### config.mk
export PLATFORM = sky130hd
export DESIGN_NAME = tty_screen_writer
export DESIGN_NICKNAME = d
export VERILOG_FILES = /design/src/rtl/tty_screen_writer.sv
export SDC_FILE = /design/constraint.sdc
export NUM_CORES = 1
export LEC_CHECK = 0
export BUFFER_PORTS_ARGS = -buffer_cell sky130_fd_sc_hd__buf_4
export CAP_MARGIN = 40
export CORE_ASPECT_RATIO = 1.4
export CORE_MARGIN = 1.5
export CORE_UTILIZATION = 30
export CTS_BUF_LIST = sky130_fd_sc_hd__clkbuf_8
export CTS_CLUSTER_DIAMETER = 120
export DETAILED_ROUTE_END_ITERATION = 6
export GPL_TIMING_DRIVEN = 0
export HOLD_SLACK_MARGIN = 0.15
export PLACE_DENSITY_LB_ADDON = 0.3
export SLEW_MARGIN = 25
export SYNTH_ARGS = -nofsm -noshare
export SYNTH_HDL_FRONTEND = slang
export SYNTH_SLANG_ARGS = --single-unit
export TNS_END_PERCENT = 5
### constraint.sdc
create_clock -name pixel_clock -period 3.4 [get_ports pixel_clock]
set_input_delay 0.68 -clock pixel_clock [delete_from_list [all_inputs] [get_ports pixel_clock]]
set_output_delay 0.68 -clock pixel_clock [all_outputs]
set_load 0.005 [all_outputs]
### src/rtl/tty_screen_writer.sv
// tty_screen_writer: turns a valid/ready byte stream into text-screen RAM cell writes.
// It tracks the cursor and the colour attribute, decodes CR/LF/BS/TAB/FF, wraps long
// lines, wraps the cursor from the bottom row back to the top, and clears lines and
// the whole screen.
// Ports:
//   pixel_clock, reset_n          clock, synchronous active-low reset
//   char_data/char_valid/char_ready   byte stream in (valid/ready)
//   attr_wr/attr_data             one-cycle strobe loading {bg, fg}
//   wrdata/wradr/wren             screen RAM write port ({0,bg,0,fg,char} at {row,col})
//   cursor_col/cursor_row         current cursor position
//   busy                          a line or screen clear is in progress
module tty_screen_writer #(
   parameter int unsigned COLS   = 90,
   parameter int unsigned ROWS   = 56,
   parameter logic [2:0]  DEF_FG = 3'd7,
   parameter logic [2:0]  DEF_BG = 3'd1
) (
   input  logic        pixel_clock,
   input  logic        reset_n,
   input  logic [7:0]  char_data,
   input  logic        char_valid,
   output logic        char_ready,
   input  logic        attr_wr,
   input  logic [5:0]  attr_data,
   output logic [15:0] wrdata,
   output logic [12:0] wradr,
   output logic        wren,
   output logic [6:0]  cursor_col,
   output logic [5:0]  cursor_row,
   output logic        busy
);

   localparam int unsigned COL_W = 7;
   localparam int unsigned ROW_W = 6;
   localparam int unsigned ADR_W = COL_W + ROW_W;

   typedef enum logic [1:0] {
      IDLE    = 2'd0,
      PUT     = 2'd1,
      CLRLINE = 2'd2,
      CLRSCR  = 2'd3
   } state_t;

   state_t             state, state_nxt;
   logic [COL_W-1:0]   col, col_nxt;
   logic [ROW_W-1:0]   row, row_nxt;
   logic [ADR_W-1:0]   cnt, cnt_nxt;
   logic [2:0]         fg, fg_nxt, bg, bg_nxt;
   logic               wren_nxt;
   logic [ADR_W-1:0]   wradr_nxt;
   logic [15:0]        wrdata_nxt;

   logic               accept;
   logic [ROW_W-1:0]   row_adv;
   logic [COL_W:0]     tab_col;
   logic [15:0]        blank;

   assign accept  = char_valid && (state == IDLE);
   // Cursor moves back to the top row instead of scrolling.
   assign row_adv = (row == ROW_W'(ROWS - 1)) ? '0 : row + ROW_W'(1);
   // Next multiple-of-8 tab stop; one extra bit so col 127 does not overflow.
   assign tab_col = ({1'b0, col} | (COL_W+1)'(7)) + (COL_W+1)'(1);
   assign blank   = {1'b0, bg, 1'b0, fg, 8'h20};

   // State and datapath registers.
   always_ff @(posedge pixel_clock) begin
      if (!reset_n) begin
         state  <= CLRSCR;
         col    <= '0;
         row    <= '0;
         cnt    <= '0;
         fg     <= DEF_FG;
         bg     <= DEF_BG;
         wren   <= 1'b0;
         wradr  <= '0;
         wrdata <= '0;
      end else begin
         state  <= state_nxt;
         col    <= col_nxt;
         row    <= row_nxt;
         cnt    <= cnt_nxt;
         fg     <= fg_nxt;
         bg     <= bg_nxt;
         wren   <= wren_nxt;
         wradr  <= wradr_nxt;
         wrdata <= wrdata_nxt;
      end
   end

   // Next state, cursor, clear counter and the write to present next cycle.
   always_comb begin
      state_nxt  = state;
      col_nxt    = col;
      row_nxt    = row;
      cnt_nxt    = cnt;
      fg_nxt     = attr_wr ? attr_data[2:0] : fg;
      bg_nxt     = attr_wr ? attr_data[5:3] : bg;
      wren_nxt   = 1'b0;
      wradr_nxt  = wradr;
      wrdata_nxt = wrdata;

      case (state)
         IDLE: begin
            if (accept) begin
               case (char_data)
                  8'h0D: col_nxt = '0;
                  8'h08: if (col != '0) col_nxt = col - COL_W'(1);
                  8'h0A: begin
                     col_nxt   = '0;
                     row_nxt   = row_adv;
                     cnt_nxt   = '0;
                     state_nxt = CLRLINE;
                  end
                  8'h09: begin
                     if (tab_col >= (COL_W+1)'(COLS)) begin
                        col_nxt   = '0;
                        row_nxt   = row_adv;
                        cnt_nxt   = '0;
                        state_nxt = CLRLINE;
                     end else begin
                        col_nxt = tab_col[COL_W-1:0];
                     end
                  end
                  8'h0C: begin
                     col_nxt   = '0;
                     row_nxt   = '0;
                     cnt_nxt   = '0;
                     state_nxt = CLRSCR;
                  end
                  default: begin
                     // Character cell is written in the cycle after accept,
                     // with the attribute in force before any same-cycle attr_wr.
                     state_nxt  = PUT;
                     wren_nxt   = 1'b1;
                     wradr_nxt  = {row, col};
                     wrdata_nxt = {1'b0, bg, 1'b0, fg, char_data};
                  end
               endcase
            end
         end
         PUT: begin
            if (col == COL_W'(COLS - 1)) begin
               col_nxt   = '0;
               row_nxt   = row_adv;
               cnt_nxt   = '0;
               state_nxt = CLRLINE;
            end else begin
               col_nxt   = col + COL_W'(1);
               state_nxt = IDLE;
            end
         end
         CLRLINE: begin
            if (cnt[COL_W-1:0] == COL_W'(COLS - 1)) state_nxt = IDLE;
            else                                    cnt_nxt   = cnt + ADR_W'(1);
         end
         CLRSCR: begin
            // wren low here only right after reset: address 0 not yet written.
            if (!wren) begin
               cnt_nxt = cnt;
            end else if (cnt == '1) begin
               cnt_nxt   = '0;
               state_nxt = IDLE;
            end else begin
               cnt_nxt = cnt + ADR_W'(1);
            end
         end
         default: state_nxt = IDLE;
      endcase

      // Clear writes track the counter of the state being entered/continued.
      if (state_nxt == CLRLINE) begin
         wren_nxt   = 1'b1;
         wradr_nxt  = {row_nxt, cnt_nxt[COL_W-1:0]};
         wrdata_nxt = blank;
      end else if (state_nxt == CLRSCR) begin
         wren_nxt   = 1'b1;
         wradr_nxt  = cnt_nxt;
         wrdata_nxt = blank;
      end
   end

   // Moore outputs decoded from the state register.
   always_comb begin
      char_ready = (state == IDLE);
      busy       = (state == CLRLINE) || (state == CLRSCR);
   end

   assign cursor_col = col;
   assign cursor_row = row;

endmodule

==> out/summary.md <==
In this run, synthesis produced a sequential element count of 62. The final number of hold-violating endpoints came out at 0. The area of all sequential standard cells was 1241 um^2. The fraction of final layout cells sized beyond drive strength 1 was 0.1658; the via count normalized by instance count was 5.428. Following the worst setup path forward leads to its endpoint at wradr[3]. The launch point of the worst path is cursor_col[0].

At the later pin of the worst-skew pair, clock insertion delay measures 0.36 ns. The mapped netlist covers 3607 um^2. The share of the core filled with cells came out at 0.3762. During placement, the flow inserted port buffers numbering 58. Average cell area after synthesis: 7.594 um^2.

The overall die width was 95.68 um; the DRC violation count after routing was 0. For the pin with the worst max-slew slack, the measured transition is 0.7750 ns. The tools report the number of search-and-repair iterations in the first detailed-routing pass as 7. The run gives 0.3594 ns as the setup slack after layout. The logs give 0 for the number of gates resized after cts and 696 for the non-filler instance count after layout. The final critical-path share of the clock period is 0.8943, and the DRC marker count from the first detailed-route iteration is 229.

Share of async-settable or async-resettable flops after synthesis: 0. Synthesis produced 475 cells. On the worst path, the slowest cell contributes a delay of 0.54 ns. The core area is 11760 um^2, and the post-CTS clock slew at the launch and capture registers of the worst setup and hold paths is 0.07 ns. Post-synthesis cell type count: 61. The worst path arrival time was 3.25 ns; the number of sinks driven by the clock tree was 62. The category of the critical setup timing path is register to register. Area growth from synthesis to layout: 22.65%. The detailed placement HPWL was 8.790 mm.

Largest net degree at the start of global routing: 11. Startpoint type of the worst setup path: a register. The fraction of synthesized cell area taken by the top area cell type is 0.3441. The row count was 47. Standard cell with the maximum stage delay on the critical path: dfxtp_1. The worst hold path belongs to the class register to register.

Fill cells in the final layout number 1280. The logs give 0 for the antenna violation net count after detailed routing and 0 for the count of buffers added by post-CTS timing repair for setup. The biggest area contributor in the post-synthesis netlist is dfxtp_1.

The relative max-transition margin is 0.4809, and the total power density per cell area is 431.4 nW/um^2. The number of placed cells counting well taps is 681, and the slack of the worst reg-to-reg path is 0.36 ns. The flow ran to the end, and the final reports show no timing, DRC or antenna violations. The biggest fanout along the worst timing path works out to 10. The via count of the first global-routing pass is 3644, and the net count reported at finish is 573. No sink is reached through more buffers than the 2 on the longest clock path. The area of combinational cells with multiple inputs came out at 2148 um^2.

The part of the Yosys area used for sequential elements is 0.3441. Yosys printed 0 warnings. The top flip-flop cell by instance count after synthesis is dfxtp_1. The logs give 0.1908 for the aggregate global-route resource usage and 0 for the number of inserted diodes. For the worst setup path, the data required time is 3.61 ns.

In this run the cell area measured after placement is 4230 um^2. Across the VDD grid, the largest voltage drop is 216.9 uV. The endpoint kind of the worst setup timing path is a register. Setup repair after global routing left no endpoint under its margin.

The number of antenna violations at the first check in global routing is 0. The total number of vias was 3778; the count of cells along the worst register-to-register path was 8. At the placement stage, the worst setup path has a slack of 0.2267 ns. The run gives 0.4606 ns as the minimum hold slack. By area the synthesized netlist is led by dfxtp_1 34%, nand2_1 6.6%, nor2_1 5.5%. The residual overflow from global routing is 0. The post-detailed-route wirelength per cell is 16.87 um. The post-route setup TNS is 0 ns. The global-route wire length before repair is 18.52 mm.

Between clock sinks in the finished design, the worst skew comes to 0.01819 ns. The run gives 0.3067 as the effective utilization at floorplan. The logs give 3 for the number of levels the H-tree was split into and 0 for the number of setup violations in the final report.

The worst register-to-register path ends at wradr[3]. The root buffer cell chosen for the clock tree is clkbuf_8. The leakage dissipation is 1.756 nW, and the number of max-slew violations in the final report is 0.

Clock tree synthesis inserted a total of 9 buffers. With fillers left out, the area of the finished cells amounts to 4424 um^2. The tools report the die area as 12700 um^2. The height of the die works out to 132.7 um. TritonCTS built the clock tree. Total power for the finished layout comes to 1.908 mW. In this run the critical register-to-register path is launched from cursor_col[0].

Walking the worst path, the cells encountered are ha_1 > nor4bb_1 > a31oi_1 > a21oi_1 > o21ai_1 > a221o_1 > nor2_1 > a311oi_1. The detailed-route wire length is 11.74 mm, and the final estimated routing congestion in global placement is 0.8981. The synthesized design contains 0 enable-type register cells. After layout, the minimum clock period comes to 3.041 ns. The run gives 0 as the number of buffers inserted by hold repair at cts.

For the I/O pin total, the log shows 63. The number of maximum-capacitance violations was 0. For this run, the top clock speed supported by timing is 328.9 MHz.
==> placed cells by master (no fill, tap or decap), types with 8 or more instances in the layout <==
cell type  Yosys  final
ha_1           9      9
nand3_1       17     17
inv_1         16     18
buf_4          2     60
nand4_1        9      9
o22ai_1        9      9
nor2_1        53     53
o21ai_0       22     22
clkbuf_8       0     11
nor3_1        16     16
a21oi_1       36     36
nand2_1       63     63
dfxtp_1       62     62
clkbuf_1      24     24
or3_1          8      8
mux2i_1       12     12
==> flip-flops by register name, indices dropped and copies added (netlist names) <==
name / flops
wrdata: 14
cnt: 13
wradr: 13
cursor_col: 7
cursor_row: 6
bg: 3
fg: 3
state: 2
wren: 1
==> logic make-up (layout without fill, tap and decap cells) <==
logic type	count (synthesis)	after routing	synth area share
simple gates	196	196	0.2570
compound gates	135	135	0.2501
flops	62	62	0.3441
buf+inv	51	124	0.06139
mux	12	12	0.03330
fa+ha+maj	9	9	0.03122
xor+xnor	9	9	0.02185
other cells	1	2	0.001040
==> layout make-up <==
class	instances	share of cell area
buffer	35	0.03648
clock buffer	11	0.03422
clock inverter	3	0.008484
inverter	16	0.01357
multi-input combinational	363	0.4856
sequential	62	0.2805
tap	147	0.04157
timing repair buffer	59	0.09955
==> cell usage after synthesis (6+ instances only) <==
cell,n
and2_1,6
a21oi_1,36
a22oi_1,6
nand2_1,63
ha_1,9
or3_1,8
xnor2_1,6
nand4_1,9
clkbuf_1,24
buf_2,6
o21ai_0,22
mux2i_1,12
nand3_1,17
nor2_1,53
inv_1,16
o22ai_1,9
o221ai_1,6
dfxtp_1,62
nor3_1,16
==> worst max-delay path: cells and delay by family (launching register included) <==
kind                     cells  cell delay [ns]
AO/OA/AOI/OAI                5             1.53
adder cells (fa/ha/maj)      1             0.20
AND/OR/NAND/NOR              2             0.61
flip-flops                   1             0.54
==> where the power goes <==
group          switching [mW]  internal [mW]
clock network           0.287          0.365
registers              0.0437          0.771
logic                   0.255          0.187
total                   0.585           1.32
==> per-layer routing <==
metal / global-route usage / part of all wire / vias up
li1: - / - / 1848
met1: 0.2112 / 0.39 / 1787
met2: 0.3384 / 0.53 / 115
met3: 0.03793 / 0.051 / 28
met4: 0.08987 / 0.032 / 0
met5: 0 / 0 / -
==> how the worst min path moves through the flow <==
stage / startpoint / to / slack, ns / cells after the start
6_report: wrdata[7] / wrdata[7] / 0.46 / 2
5_1_grt: wrdata[0] / wrdata[0] / 0.48 / 2
4_1_cts: wrdata[7] / wrdata[7] / 0.46 / 2
3_5_place_dp: wrdata[7] / wrdata[7] / 0.45 / 2
3_3_place_gp: wrdata[6] / wrdata[6] / 0.44 / 2
2_1_floorplan: bg[0] / bg[0] / 0.44 / 2
No activity file was read; power rests on OpenSTA's default activity.
